File: config.mk
export PLATFORM = sky130hd
export DESIGN_NAME = pwm_fan_driver
export DESIGN_NICKNAME = d
export VERILOG_FILES = /design/src/rtl/fuzzy_pkg.sv /design/src/rtl/pwm_prescaler.sv /design/src/rtl/pwm_fan_driver.sv
export SDC_FILE = /design/constraint.sdc
export NUM_CORES = 1
export LEC_CHECK = 0
export ABC_AREA = 1
export CORE_UTILIZATION = 55
export DETAILED_ROUTE_END_ITERATION = 8
export MAX_ROUTING_LAYER = met4
export PLACE_DENSITY = 0.75
export SYNTH_ARGS = -nofsm -noshare
export SYNTH_HDL_FRONTEND = slang
export SYNTH_HIERARCHICAL = 1
export SYNTH_SLANG_ARGS = --single-unit
File: constraint.sdc
create_clock -name clk -period 6.2 [get_ports clk]
set_input_delay 1.24 -clock clk [delete_from_list [all_inputs] [get_ports clk]]
set_output_delay 1.24 -clock clk [all_outputs]
set_load 0.05 [all_outputs]
File: src/rtl/fuzzy_pkg.sv
// Shared definitions for the fuzzy controller output stage: PWM counter
// limits, fan driver state encoding and the duty slew helper.
package fuzzy_pkg;

    localparam int SYS_CLK_HZ = 50_000_000;
    localparam int DUTY_W     = 8;

    // Last count of the 255-step PWM period; the counter never shows 255,
    // so a duty of 255 keeps the pin high for the whole period.
    localparam logic [DUTY_W-1:0] PWM_CNT_TOP = 8'd254;

    typedef enum logic [1:0] {
        IDLE = 2'd0,
        RAMP = 2'd1,
        HOLD = 2'd2,
        KICK = 2'd3
    } fan_state_t;

    // Move cur toward tgt by at most step; lands exactly on tgt when close.
    function automatic logic [DUTY_W-1:0] slew_step(
        input logic [DUTY_W-1:0] cur,
        input logic [DUTY_W-1:0] tgt,
        input logic [DUTY_W-1:0] step
    );
        logic signed [DUTY_W:0] diff;
        logic signed [DUTY_W:0] lim;
        diff = $signed({1'b0, tgt}) - $signed({1'b0, cur});
        lim  = $signed({1'b0, step});
        if (diff > lim) begin
            return cur + step;
        end else if (diff < -lim) begin
            return cur - step;
        end else begin
            return tgt;
        end
    endfunction

endpackage

File: src/rtl/pwm_prescaler.sv
// Divides the system clock down to the PWM count rate: one-clock tick
// every PRESCALE clocks (PRESCALE = 1 ticks on every clock).
module pwm_prescaler
    import fuzzy_pkg::*;
#(
    parameter int PRESCALE = 195
) (
    input  logic clk,
    input  logic rst,
    output logic tick
);

    if (PRESCALE < 1 || PRESCALE > 65535 || PRESCALE * 255 > SYS_CLK_HZ) begin : g_bad_prescale
        $error("pwm_prescaler: PRESCALE out of range");
    end

    localparam logic [15:0] PRE_LAST = 16'(PRESCALE - 1);

    logic [15:0] pre;

    assign tick = (pre == PRE_LAST);

    always_ff @(posedge clk or posedge rst) begin
        if (rst) begin
            pre <= '0;
        end else if (tick) begin
            pre <= '0;
        end else begin
            pre <= pre + 16'd1;
        end
    end

endmodule

File: src/rtl/pwm_fan_driver.sv
// Fan PWM stage after the fuzzy controller: slew-limited duty updated only at
// period boundaries. Define KICKSTART_EN for a full-on kick when starting from off.
module pwm_fan_driver
    import fuzzy_pkg::*;
#(
    parameter int PRESCALE     = 195,
    parameter int SLEW_STEP    = 4,
    parameter int KICK_PERIODS = 16
) (
    input  logic                clk,
    input  logic                rst,
    input  logic [DUTY_W-1:0]   pw,
    output logic                pwm_out,
    output logic [DUTY_W-1:0]   duty_cur,
    output logic                period_start,
    output logic                at_target,
    output logic [1:0]          fsm_state
);

    if (SLEW_STEP < 1 || SLEW_STEP > 255) begin : g_bad_slew
        $error("pwm_fan_driver: SLEW_STEP out of range");
    end
    if (KICK_PERIODS < 1 || KICK_PERIODS > 255) begin : g_bad_kick
        $error("pwm_fan_driver: KICK_PERIODS out of range");
    end

    localparam logic [DUTY_W-1:0] STEP = DUTY_W'(SLEW_STEP);

    logic               tick;
    logic               boundary;
    logic [DUTY_W-1:0]  cnt;
    logic [DUTY_W-1:0]  target;
    logic [DUTY_W-1:0]  step_duty;
    fan_state_t         state;

`ifdef KICKSTART_EN
    localparam int KW = $clog2(KICK_PERIODS + 1);
    localparam logic [KW-1:0] KICK_LAST = KW'(KICK_PERIODS);
    logic [KW-1:0] kick_cnt;
`endif

    pwm_prescaler #(
        .PRESCALE (PRESCALE)
    ) u_prescaler (
        .clk  (clk),
        .rst  (rst),
        .tick (tick)
    );

    assign boundary  = tick && (cnt == PWM_CNT_TOP);
    // The step is taken toward the value being sampled on this boundary edge.
    assign step_duty = slew_step(duty_cur, pw, STEP);
    assign fsm_state = state;

    always_ff @(posedge clk or posedge rst) begin
        if (rst) begin
            pwm_out      <= 1'b0;
            duty_cur     <= '0;
            period_start <= 1'b0;
            at_target    <= 1'b1;
            cnt          <= '0;
            target       <= '0;
            state        <= IDLE;
`ifdef KICKSTART_EN
            kick_cnt     <= '0;
`endif
        end else begin
            pwm_out      <= (cnt < duty_cur);
            at_target    <= (duty_cur == target);
            period_start <= boundary;

            if (tick) begin
                cnt <= boundary ? '0 : cnt + 8'd1;
            end

            if (boundary) begin
                target <= pw;
                case (state)
                    IDLE: begin
                        if (pw != '0) begin
`ifdef KICKSTART_EN
                            state    <= KICK;
                            duty_cur <= '1;
                            kick_cnt <= KW'(1);
`else
                            state    <= RAMP;
                            duty_cur <= step_duty;
`endif
                        end
                    end
                    RAMP: begin
                        duty_cur <= step_duty;
                        if (step_duty == pw) begin
                            state <= HOLD;
                        end
                    end
                    HOLD: begin
                        duty_cur <= step_duty;
                        if (step_duty == '0 && pw == '0) begin
                            state <= IDLE;
                        end else if (pw != target) begin
                            state <= RAMP;
                        end
                    end
`ifdef KICKSTART_EN
                    KICK: begin
                        // Dropping the demand to zero aborts into a normal ramp-down from full.
                        if (pw == '0) begin
                            state    <= RAMP;
                            duty_cur <= step_duty;
                            kick_cnt <= '0;
                        end else if (kick_cnt == KICK_LAST) begin
                            state    <= HOLD;
                            duty_cur <= pw;
                            kick_cnt <= '0;
                        end else begin
                            kick_cnt <= kick_cnt + KW'(1);
                        end
                    end
`endif
                    default: begin
                        state    <= IDLE;
                        duty_cur <= '0;
                    end
                endcase
            end
        end
    end

endmodule

After elaboration in Yosys (flattened, before gate mapping)
Index checks and enable logic that the tools add are counted.

Register bits after elaboration: 45. Input port bits: 10. Output and inout bits: 13. Logic and storage cells: 46.

Add/sub/neg operators: 5. Order comparisons: 3. Equal/unequal tests: 10. Muxes and demuxes: 11. Reductions and logical operators: 9.

Operators by type and width (count): $mux 8 (4); $add 16x1->16 const B (1); $eq 16x8->1 const B (1); $eq 8x8->1 (2); $logic_not 8->1 (2); $mux 16 (1); $pmux 8 s2 (1); $gt 9x4->1 const B (1); $lt 9x3->1 const B (1); $sub 8x8->9 (1); $add 8x1->8 const B (1); $add 8x3->8 const B (1); $eq 8x8->1 const B (1); $lt 8x8->1 (1); $mux 2 (4); $ne 8x8->1 (1); $reduce_bool 8->1 (1); $sub 8x3->8 const B (1); $pmux 2 s3 (1); $ne 2x2->1 const B (2); $reduce_and 4->1 (1); $ne 3x3->1 const B (1); $eq 2x1->1 const B (1); $eq 2x2->1 const B (1); other kinds (4) (5).

Depth between registers and ports, before layout
Gate-level depths: netlist of the first run.

Depth after elaboration: 8. Mapped depth: 25. Mapped depth without buffers: 25.

By module
Netlist of the first run, hierarchy kept.

By module, submodules not included: pwm_fan_driver (instances 1, cells each 383, area each 2705.1 um2, sequential area each 726.9 um2); pwm_prescaler (instances 1, cells each 122, area each 918.4 um2, sequential area each 400.4 um2).

Least setup slack after synthesis of the first run
Ideal clock, no wire load.

Kind: input -> register. Start: in pw[0]. End: reg state[0], in the netlist fsm_state[0]. Library setup time: 113 ps. Arrival time: 3477 ps. Data required time: 6087 ps. Slack: 2610 ps. Stages on the path: 23. Buffers on the path: 1. Path through: inv_1 ha_1 inv_1 fa_1 nand2_1 nand2_1 nand3_2 nand2_1 nand2_2 nand2_1 nor2_1 nand2_4 nand2_8 nand2_8 buf_6 clkinv_2 a21oi_4 nor2_4 nand3_2 a21oi_2 nand3_1 nand2_1 inv_1.

Longest elaborated chain between the ends: 8. Elaborated cells on any way between the ends: 17. Those cells by class: 1 x add/sub; 2 x order compare; 5 x eq/ne; 4 x mux; 5 x reduce/logical.

RTL lines: start: declaration (RTL line pwm_fan_driver.sv:12) `input logic [DUTY_W-1:0] pw,`; $sub 8x8->9 (RTL line fuzzy_pkg.sv:27) `diff = $signed({1'b0, tgt}) - $signed({1'b0, cur});`; $lt 9x3->1 (RTL line fuzzy_pkg.sv:31) `end else if (diff < -lim) begin`; $mux 8 (RTL line fuzzy_pkg.sv:31); $mux 8 (RTL line fuzzy_pkg.sv:29) `if (diff > lim) begin`; $logic_not 8->1 (RTL line pwm_fan_driver.sv:99) `if (step_duty == '0 && pw == '0) begin`; $logic_and 1x1->1 (RTL line pwm_fan_driver.sv:99); $ne 3x3->1 (no line) / $mux 2 (equally long branches); $reduce_and 4->1 (no line) / $pmux 2 s3 (equally long branches); end signal: assignment (RTL line pwm_fan_driver.sv:94) `state <= HOLD;`; end signal: assignment (RTL line pwm_fan_driver.sv:100) `state <= IDLE;`; end signal: assignment (RTL line pwm_fan_driver.sv:102) `state <= RAMP;`; end: declaration (RTL line pwm_fan_driver.sv:34) `fan_state_t state;`.

Parallel ways exist; a longest one is shown, timed or not. A chain may end at the register's enable or synchronous reset.

Final worst setup path of the first run
Ends and elaborated chain as after synthesis.

==> results of run 1 <==
-- final cells by class --
type	instances	area, sq um
Timing Repair Buffer	22	220
Sequential cell	45	1130
Tap cell	77	96.3
Inverter	84	317
Multi-Input combinational cell	372	2150
Clock buffer	6	72.6
Fill cell	568	2350
Clock inverter	2	15.0
-- Yosys cell counts, drive strengths merged, types with 3 or more instances --
cell,n,area (sq um)
a21oi,14,96.3
buf,3,21.3
inv,82,308
nor3,6,30.0
nand4,8,50.1
ha,21,263
xnor2,6,52.6
dfrtp,44,1100
nor4,6,52.6
nand2,140,617
o22ai,14,87.6
a21boi,3,22.5
xor2,15,131
o21ai,17,88.8
nor2,48,225
nand3,62,335
-- metal layers --
layer  vias up  track usage (%)  part of all wire (%)
met5         -                -                     0
met1      1559             37.1                    46
met4         0             7.68                   1.2
met3         9             3.18                   5.3
met2        81             44.6                    47
li1       1684                -                     -
-- layout by cell type (no fill, tap or decap), types with 8 or more instances in the layout --
master	instances
nand3_1	57
a21oi_1	11
clkdlybuf4s50_1	22
nand4_1	8
o21ai_0	14
nand2_1	124
xor2_1	15
ha_1	21
inv_1	78
nor2_1	38
nand2_2	11
dfrtp_1	44
o22ai_1	14
-- how the worst max path moves through the flow --
stage | cells after the start | slack (ns) | from | endpoint
floorplan | 23 | 2.61 | pw[0] | fsm_state[0]
global placement | 23 | 1.80 | pw[0] | fsm_state[0]
detailed placement | 23 | 1.64 | pw[0] | fsm_state[0]
CTS | 23 | 1.98 | pw[0] | fsm_state[0]
global route | 23 | 1.65 | pw[0] | fsm_state[0]
finish | 23 | 1.96 | pw[0] | fsm_state[0]
-- flip-flops by register name (all words and copies together), names as in the netlist --
name / count
cnt: 8
period_start: 1
target: 8
at_target: 1
duty_cur: 8
u_prescaler/pre: 16
fsm_state: 2
pwm_out: 1
-- stage by stage --
stage,utilization (%),cells,hold slack [ns]
2_1_floorplan,-,505,0.455
3_3_place_gp,61.7,600,0.472
3_5_place_dp,61.7,600,0.484
4_1_cts,63.0,608,0.496
5_1_grt,63.0,608,0.517
6_report,63.0,608,0.493
-- power by group through the flow --
stage | Clock, mW | Combinational, mW | Sequential [mW]
2_1_floorplan | 0 | 0.0673 | 0.299
3_3_place_gp | 0 | 0.0902 | 0.299
3_5_place_dp | 0 | 0.0913 | 0.299
4_1_cts | 0.190 | 0.0916 | 0.293
5_1_grt | 0.199 | 0.102 | 0.293
6_report | 0.184 | 0.0918 | 0.293
-- logic make-up (layout without fill, tap and decap cells) --
logic type / Yosys count / count (layout)
xor gates and xnor gates: 21 / 21
adders and majority gates: 22 / 22
AOI/OAI and AO/OA: 56 / 56
and+or+nand+nor: 273 / 273
buffers and inverters: 88 / 114
DFF: 45 / 45
==> results.sh, run 1 <==
export IMPL_vias=3333
export IMPL_p_per_area_mw_per_mm2=142
export IMPL_maxSlewHeadroom_pct=26.8
export IMPL_rsz0062_at_grt="no"
export IMPL_path_delay_family="simple AND/OR/NAND/NOR gates"
export IMPL_cts_buffers_inserted=5
export IMPL_drt_antenna_violating_nets=0
export IMPL_grt_pass1_vias=3135
export IMPL_cp_end_kind="flop"
export IMPL_viasPerCell=5.48
export IMPL_drc=0
export IMPL_die_w_microns=83.2
export IMPL_max_freq_mhz=236
export IMPL_synth_edf_count=0
export IMPL_synthSimpleGateAreaFrac_pct=36.8
export IMPL_pwr_share_seq_pct=51.5
export IMPL_dp_slack_ns=1.64
export IMPL_r2r_end="duty_cur[1]"
export IMPL_cts_reportedPaths_clkPinSlew_ns=0.09
export IMPL_dp_hpwl_microns=6900
export IMPL_pwr_share_comb_pct=16.1
export IMPL_critPathKind="in2reg"
export IMPL_grt_pass1_wl_microns=14900
export IMPL_syn_area_sq_mm=0.00362
export IMPL_cp_data_arrival_time_ns=4.45
export IMPL_min_to="u_prescaler/pre[0]"
export IMPL_die_h_microns=83.2
export IMPL_grtUsageTotal_pct=27.7
export IMPL_antenna_found_initial=0
export IMPL_cts_tree="built"
export IMPL_core_area_sq_mm=0.00635
export IMPL_crit_required_ns=6.41
export IMPL_finalWorstSetupSlack_ns=1.96
export IMPL_maxCapViolCount=0
export IMPL_clock_path_buffers=2
export IMPL_status="completed"
export IMPL_avgSynthCellArea_sq_um=7.18
export IMPL_avgRoutedWirePerCell_microns=14.5
export IMPL_p_total_mw=0.569
export IMPL_drtPass1Iterations=5
export IMPL_initial_core_util_pct=57.1
export IMPL_path_cells="clkdlybuf4s50_1 > inv_1 > ha_1 > inv_1 > fa_1 > nand2_1 > nand2_1 > nand3_2 > nand2_1 > nand2_2 > nand2_2 > a21oi_4 > nand2_8 > nand2_8 > nand2_2 > o21ai_2 > inv_2 > nor2_1 > nand3_2 > a21oi_2 > nand3_1 > nand2_1 > inv_1"
export IMPL_cts_max_level=2
export IMPL_drive_gt1_share_pct=9.42
export IMPL_ys_seq_area_share_pct=31.1
export IMPL_fin_setup_tns_ns=0
export IMPL_finalCritPeriodShare_pct=68.4
export IMPL_grt_ovfl_total=0
export IMPL_synth_compound_area_share_pct=9.81
export IMPL_synthXorXnorAreaFrac_pct=5.08
export IMPL_area_growth_syn_to_layout_pct=10.5
export IMPL_final_area_sq_mm=0.00400
export IMPL_die_area_sq_mm=0.00692
export IMPL_n_antenna_cell=0
export IMPL_synth_seq_cells=45
export IMPL_ioPinCount=23
export IMPL_whs_path_depth=1
export IMPL_r2r_start="u_prescaler/pre[0]"
export IMPL_cp_max_fo=14
export IMPL_wirelength_microns=8830
export IMPL_min_period_ns=4.24
export IMPL_hold_buffers=0
export IMPL_crit_path_start_kind="primary input"
export IMPL_num_nets_final=562
export IMPL_yosysWarnings=6
export IMPL_muxShareOfSynthArea_pct=0
export IMPL_cts_sinks=45
export IMPL_setup_viol=0
export IMPL_p_clk_share_pct=32.4
export IMPL_hold_viol_final=0
export IMPL_grt_max_degree=30
export IMPL_ff2ff_path_depth=10
export IMPL_clock_latency_ns=0.30
export IMPL_worst_r2r_setup_slack_ns=2.33
export IMPL_ys_async_sr_fraction_pct=100
export IMPL_vdd_ir_drop_max_uv=122
export IMPL_yosys_area_share_adder_pct=7.80
export IMPL_gp_congestion=0.986
export IMPL_worst_path_buf_inv=5
export IMPL_synth_cells=505
export IMPL_drv_slew=0
export IMPL_drt_iter0_markers=229
export IMPL_syn_nets=537
export IMPL_synth_top_family_by_area="simple AND/OR/NAND/NOR gates"
export IMPL_rows=29
export IMPL_cts_resized=0
export IMPL_yosysUniqueCellTypes=42
export IMPL_slowest_stage="clkdlybuf4s50_1"
export IMPL_clockRootBuffer="clkbuf_8"
export IMPL_placed_area_sq_mm=0.00392
export IMPL_fin_skew_ns=0.00790
export IMPL_p_switching_mw=0.166
export IMPL_synth_ff_type="dfrtp_1"
export IMPL_port_buffers=22
export IMPL_p_leak_nw=2.00
export IMPL_post_cts_buffers=0
export IMPL_internal_power_mw=0.403
export IMPL_cp_common_cell="nand2_1"
export IMPL_switching_share_pct=29.2
export IMPL_max_stage_delay_ns=0.53
export IMPL_hold_path_class="reg2reg"
export IMPL_min_from="u_prescaler/pre[0]"
export IMPL_tightest_slew_ns=1.10
Power figures use the tool's default switching activity.
==> inputs of run 2 (changes only) <==
- clock period: 6.2 -> 4.3 ns (I/O delays scaled with it)
==> results.sh, run 2 (synthesis gave the netlist of run 1 again) <==
export IMPL_hold_path_class="reg2reg"
export IMPL_pwr_share_seq_pct=47.7
export IMPL_cts_max_level=2
export IMPL_worst_r2r_setup_slack_ns=1.12
export IMPL_area_growth_syn_to_layout_pct=12.1
export IMPL_post_cts_buffers=0
export IMPL_r2r_end="fsm_state[0]"
export IMPL_cp_common_cell="nand2_1"
export IMPL_gp_congestion=0.968
export IMPL_internal_power_mw=0.658
export IMPL_wl_met2_microns=4140
export IMPL_viasPerCell=5.57
export IMPL_grt_pass1_vias=3366
export IMPL_hold_viol_final=0
export IMPL_clockRootBuffer="clkbuf_8"
export IMPL_min_period_ns=3.72
export IMPL_drv_slew=0
export IMPL_stdcell_count=612
export IMPL_cp_end_kind="flop"
export IMPL_final_common_cell="nand2_1"
export IMPL_tightest_slew_ns=1.10
export IMPL_dr_max_layer_used="met4"
export IMPL_final_cell_mix="nand2_1, inv_1, nand3_1, dfrtp_1, nor2_1"
export IMPL_cts_buffers_inserted=5
export IMPL_setup_viol=0
export IMPL_p_total_mw=0.887
export IMPL_port_buffers=22
export IMPL_num_nets_final=566
export IMPL_postLayoutCoreUtil_pct=64.0
export IMPL_vias=3410
export IMPL_fillerInstances=568
export IMPL_top_register="u_prescaler/pre"
export IMPL_grt_max_degree=30
export IMPL_fin_setup_tns_ns=0
export IMPL_wirelength_microns=8890
export IMPL_drt_iter0_markers=290
export IMPL_drt_antenna_violating_nets=0
export IMPL_dp_hpwl_microns=7080
export IMPL_cts_reportedPaths_clkPinSlew_ns=0.08
export IMPL_ff2ff_path_depth=20
export IMPL_drtPass1Iterations=5
export IMPL_whs_path_depth=1
export IMPL_r2r_start="duty_cur[2]"
export IMPL_wl_met3_microns=498
export IMPL_grt_pass1_wl_microns=15500
export IMPL_pwr_share_comb_pct=15.2
export IMPL_p_clk_share_pct=37.1
export IMPL_clock_latency_ns=0.29
export IMPL_n_antenna_cell=0
export IMPL_initial_core_util_pct=57.1
export IMPL_clock_path_buffers=2
export IMPL_rows=29
export IMPL_die_h_microns=83.2
export IMPL_fin_skew_ns=0.00926
export IMPL_p_leak_nw=2.04
export IMPL_placed_cells=604
export IMPL_cp_max_fo=14
export IMPL_cts_resized=0
export IMPL_finalCritPeriodShare_pct=86.5
export IMPL_p_per_area_mw_per_mm2=218
export IMPL_min_from="u_prescaler/pre[0]"
export IMPL_placed_area_sq_mm=0.00395
export IMPL_crit_path_start_kind="primary input"
export IMPL_core_area_sq_mm=0.00635
export IMPL_maxCapViolCount=0
export IMPL_max_freq_mhz=269
export IMPL_min_to="u_prescaler/pre[0]"
export IMPL_cts_sinks=45
export IMPL_largest_reg_flops=16
export IMPL_path_cells="clkdlybuf4s50_1 > inv_1 > ha_1 > inv_1 > fa_1 > nand2_1 > nand2_1 > nand3_2 > nand2_1 > nand2_2 > nand2_2 > a21oi_4 > nand2_8 > nand2_8 > nand2_1 > nand2_1 > nand2_1 > nor2_2 > nand3_2 > a21oi_2 > nand3_1 > nand2_1 > inv_1"
export IMPL_vdd_ir_drop_max_uv=176
export IMPL_ioPinCount=23
export IMPL_status="completed"
export IMPL_crit_required_ns=4.50
export IMPL_drive_gt1_share_pct=10.1
export IMPL_switching_share_pct=25.8
export IMPL_cp_data_arrival_time_ns=3.92
export IMPL_met1_length_microns=4050
export IMPL_grt_ovfl_total=0
export IMPL_drc=0
export IMPL_rsz0062_at_grt="no"
export IMPL_final_area_sq_mm=0.00406
export IMPL_maxSlewHeadroom_pct=26.6
export IMPL_die_w_microns=83.2
export IMPL_die_area_sq_mm=0.00692
export IMPL_avgRoutedWirePerCell_microns=14.5
export IMPL_hold_buffers=0
export IMPL_cts_tree="built"
export IMPL_slowest_stage="clkdlybuf4s50_1"
export IMPL_antenna_found_initial=0
export IMPL_critPathKind="in2reg"
export IMPL_grtUsageTotal_pct=28.5
export IMPL_p_switching_mw=0.229
export IMPL_max_stage_delay_ns=0.42
[run 2: changes by cell type in the layout (fill, tap and decap cells not counted)]
cell,previous run,this run
buf_4,0,4
clkinvlp_4,2,0
bufinv_16,0,1
clkbuf_8,5,6
[run 2: how the worst max path moves through the flow]
| stage | start | end | slack [ns] |
|---|---|---|---|
| after global routing | pw[0] | fsm_state[0] | 0.29 |
| after detailed placement | pw[0] | fsm_state[0] | 0.29 |
| after CTS | pw[0] | fsm_state[0] | 0.61 |
| final | pw[0] | fsm_state[0] | 0.58 |
| after global placement | pw[0] | fsm_state[0] | 0.40 |
| after floorplan | pw[0] | fsm_state[0] | 1.09 |
[run 2: power by group through the flow]
stage               combinational, mW  sequential (mW)  clock (mW)
floorplan                      0.0971            0.431           0
global placement                0.132            0.431           0
detailed placement              0.133            0.431           0
CTS                             0.134            0.423       0.339
global route                    0.152            0.423       0.358
finish                          0.135            0.423       0.329
[run 2: worst max-delay path, delay by kind of cell]
kind | cells | cell delay, ns
buffers and inverters | 4 | 0.65
AO/OA/AOI/OAI | 2 | 0.43
adder cells (fa/ha/maj) | 2 | 0.58
AND/OR/NAND/NOR | 15 | 1.38
[run 2: cell type report]
| class | count | area, sq um | area share, % |
|---|---|---|---|
| clock buffers | 7 | 86.3 | 2.13 |
| clock inverters | 1 | 30.0 | 0.739 |
| inverters | 84 | 317 | 7.79 |
| multi-input cells | 372 | 2150 | 53.0 |
| flip-flops and latches | 45 | 1130 | 27.8 |
| well taps | 77 | 96.3 | 2.37 |
| repair buffers | 26 | 250 | 6.16 |
[run 2: metal layers]
metal  global-route usage, %  vias up
met1                    36.6     1581
met5                       -        -
met3                    4.57       23
li1                        -     1696
met4                    11.1        0
met2                    45.2      110
[run 2: metrics by stage]
stage / worst slack (ns) / hold slack, ns
2_1_floorplan: 1.09 / 0.455
6_report: 0.579 / 0.493
5_1_grt: 0.286 / 0.525
3_3_place_gp: 0.402 / 0.476
3_5_place_dp: 0.290 / 0.492
4_1_cts: 0.608 / 0.504
==> inputs of run 3 (changes only) <==
- ABC_AREA: 1 -> unset
==> results.sh, run 3 <==
export IMPL_drt_iter0_markers=130
export IMPL_hold_slack_ns=0.486
export IMPL_vias=2918
export IMPL_cp_common_cell="mux2_1"
export IMPL_rows=28
export IMPL_die_area_sq_mm=0.00642
export IMPL_grt_pass1_wl_microns=13100
export IMPL_grtUsageTotal_pct=27.0
export IMPL_crit_required_ns=4.49
export IMPL_antenna_found_initial=0
export IMPL_yosysWarnings=6
export IMPL_hold_viol_final=0
export IMPL_avgSynthCellArea_sq_um=9.13
export IMPL_viasPerCell=5.91
export IMPL_p_leak_nw=1.69
export IMPL_p_per_area_mw_per_mm2=206
export IMPL_finalCritPeriodShare_pct=96.7
export IMPL_stdcell_count=494
export IMPL_post_cts_buffers=0
export IMPL_clock_path_buffers=2
export IMPL_fin_skew_ns=0.0141
export IMPL_initial_core_util_pct=56.7
export IMPL_dp_hpwl_microns=5960
export IMPL_ys_async_sr_fraction_pct=100
export IMPL_min_from="u_prescaler/pre[15]"
export IMPL_cts_sinks=45
export IMPL_r2r_end="fsm_state[1]"
export IMPL_cts_reportedPaths_clkPinSlew_ns=0.09
export IMPL_tightest_slew_ns=1.10
export IMPL_n_antenna_cell=0
export IMPL_r2r_start="duty_cur[4]"
export IMPL_yosysTopAreaCell="dfrtp_1"
export IMPL_avgRoutedWirePerCell_microns=15.9
export IMPL_status="completed"
export IMPL_cts_max_level=2
export IMPL_grt_max_degree=30
export IMPL_yosysUniqueCellTypes=62
export IMPL_final_common_cell="dfrtp_1"
export IMPL_largest_reg_flops=16
export IMPL_cts_buffers_inserted=5
export IMPL_max_stage_delay_ns=0.49
export IMPL_whs_path_depth=1
export IMPL_ioPinCount=23
export IMPL_netlist_top_cells_area="dfrtp_1, ha_1, xnor2_1, xor2_1, mux2_2"
export IMPL_hold_path_class="reg2reg"
export IMPL_gp_congestion=0.921
export IMPL_drv_slew=0
export IMPL_clockRootBuffer="clkbuf_8"
export IMPL_die_w_microns=80.2
export IMPL_drc=0
export IMPL_synth_common_cells="dfrtp_1, xnor2_1, inv_1, o21ai_0"
export IMPL_placed_area_sq_mm=0.00386
export IMPL_placed_cells=486
export IMPL_maxSlewHeadroom_pct=26.8
export IMPL_yosys_area_top_type_share_pct=32.8
export IMPL_hold_buffers=0
export IMPL_core_area_sq_mm=0.00592
export IMPL_synth_most_common_cell="dfrtp_1"
export IMPL_num_nets_final=450
export IMPL_drtPass1Iterations=4
export IMPL_syn_area_sq_mm=0.00336
export IMPL_synth_ff_type="dfrtp_1"
export IMPL_setup_viol=0
export IMPL_die_h_microns=80.2
export IMPL_final_cell_mix="dfrtp_1, buf_4, inv_1, xnor2_1, o21ai_0"
export IMPL_drt_antenna_violating_nets=0
export IMPL_ff2ff_path_depth=12
export IMPL_port_buffers=22
export IMPL_synth_cells=368
export IMPL_synth_edf_count=0
export IMPL_cp_data_arrival_time_ns=4.35
export IMPL_cts_resized=0
export IMPL_min_to="u_prescaler/pre[15]"
export IMPL_final_area_sq_mm=0.00401
export IMPL_top_register="u_prescaler/pre"
export IMPL_synth_seq_cells=45
export IMPL_crit_path_start_kind="primary input"
export IMPL_worst_r2r_setup_slack_ns=0.40
export IMPL_drive_gt1_share_pct=18.4
export IMPL_max_freq_mhz=240
export IMPL_clock_latency_ns=0.30
export IMPL_cp_max_fo=4
export IMPL_area_growth_syn_to_layout_pct=19.2
export IMPL_syn_nets=400
export IMPL_vdd_ir_drop_max_uv=189
export IMPL_cp_end_kind="flop"
export IMPL_path_cells="clkdlybuf4s50_1 > ha_4 > and3_1 > a21boi_1 > mux2_1 > nor3_1 > nand3_1 > and2_4 > a2111o_1 > a211o_1 > o31ai_2 > mux2_1"
export IMPL_maxCapViolCount=0
export IMPL_min_period_ns=4.16
export IMPL_ys_seq_area_share_pct=33.6
export IMPL_cts_tree="built"
export IMPL_grt_ovfl_total=0
export IMPL_grt_pass1_vias=2707
export IMPL_slowest_stage="clkdlybuf4s50_1"
export IMPL_critPathKind="in2reg"
export IMPL_wirelength_microns=7870
run 3: cell types whose count changed in the layout (fill, tap and decap cells not counted), moves of 10 or more:
cell	previous run	this run
nand2_1	124	23
inv_1	78	28
nand3_1	57	13
buf_4	4	35
xnor2_1	6	28
nor2_1	38	23
o22ai_1	14	0
mux2_2	0	11
nand2_2	11	0
o21ai_0	14	24
run 3: logic make-up after synthesis:
logic type	Yosys count	synth area share, %
adder cells (fa/ha/maj)	22	8.42
buffers and inverters	42	5.40
AO/OA/AOI/OAI	83	16.9
multiplexers	14	4.66
AND/OR/NAND/NOR	115	18.8
XOR/XNOR	47	12.3
flip-flops	45	33.6
run 3: final cells by class:
class,instances,area (sq um)
clock buffers,6,82.6
clock inverters,2,16.3
fillers,447,1920
inverters,28,105
multi-input cells,281,2090
flip-flops and latches,45,1130
well taps,75,93.8
repair buffers,57,485
run 3: routing by layer:
layer / routed length, microns / GRT usage [%] / vias to the layer above
met4: 105 / 6.79 / 0
met5: 0 / - / -
met3: 335 / 3.86 / 12
li1: - / - / 1415
met1: 3660 / 37.2 / 1430
met2: 3760 / 42.0 / 61
run 3: worst max path at each step:
stage / from / to / slack (ns) / cells after the start
2_1_floorplan: duty_cur[4] / fsm_state[1] / 0.20 / 14
6_report: pw[4] / fsm_state[1] / 0.14 / 12
3_5_place_dp: pw[0] / fsm_state[1] / -0.27 / 15
5_1_grt: pw[4] / fsm_state[1] / -0.01 / 12
4_1_cts: pw[0] / fsm_state[1] / 0.05 / 15
3_3_place_gp: pw[0] / fsm_state[1] / -0.14 / 15
run 3: power by group:
group / total [mW] / leakage (nW) / switching [mW] / internal (mW)
clock: 0.279 / 0.0478 / 0.147 / 0.132
combinational: 0.122 / 1.03 / 0.0661 / 0.0563
sequential: 0.423 / 0.611 / 0 / 0.423
run 3: critical path, delay by kind of cell:
| family | cells | cell delay (ns) |
|---|---|---|
| buffers and inverters | 1 | 0.49 |
| muxes | 2 | 0.70 |
| and+or+nand+nor | 4 | 0.87 |
| AOI/OAI and AO/OA | 4 | 1.09 |
| adders and majority gates | 1 | 0.32 |
run 3: per-stage QoR:
| step | setup slack (ns) | utilization (%) | TNS (ns) | power [mW] |
|---|---|---|---|---|
| floorplan | 0.197 | - | 0 | 0.495 |
| global placement | -0.138 | 65.2 | -0.138 | 0.544 |
| detailed placement | -0.272 | 65.2 | -0.283 | 0.547 |
| CTS | 0.0483 | 66.9 | 0 | 0.827 |
| global route | -0.0130 | 67.6 | -0.0130 | 0.860 |
| finish | 0.141 | 67.6 | 0 | 0.825 |
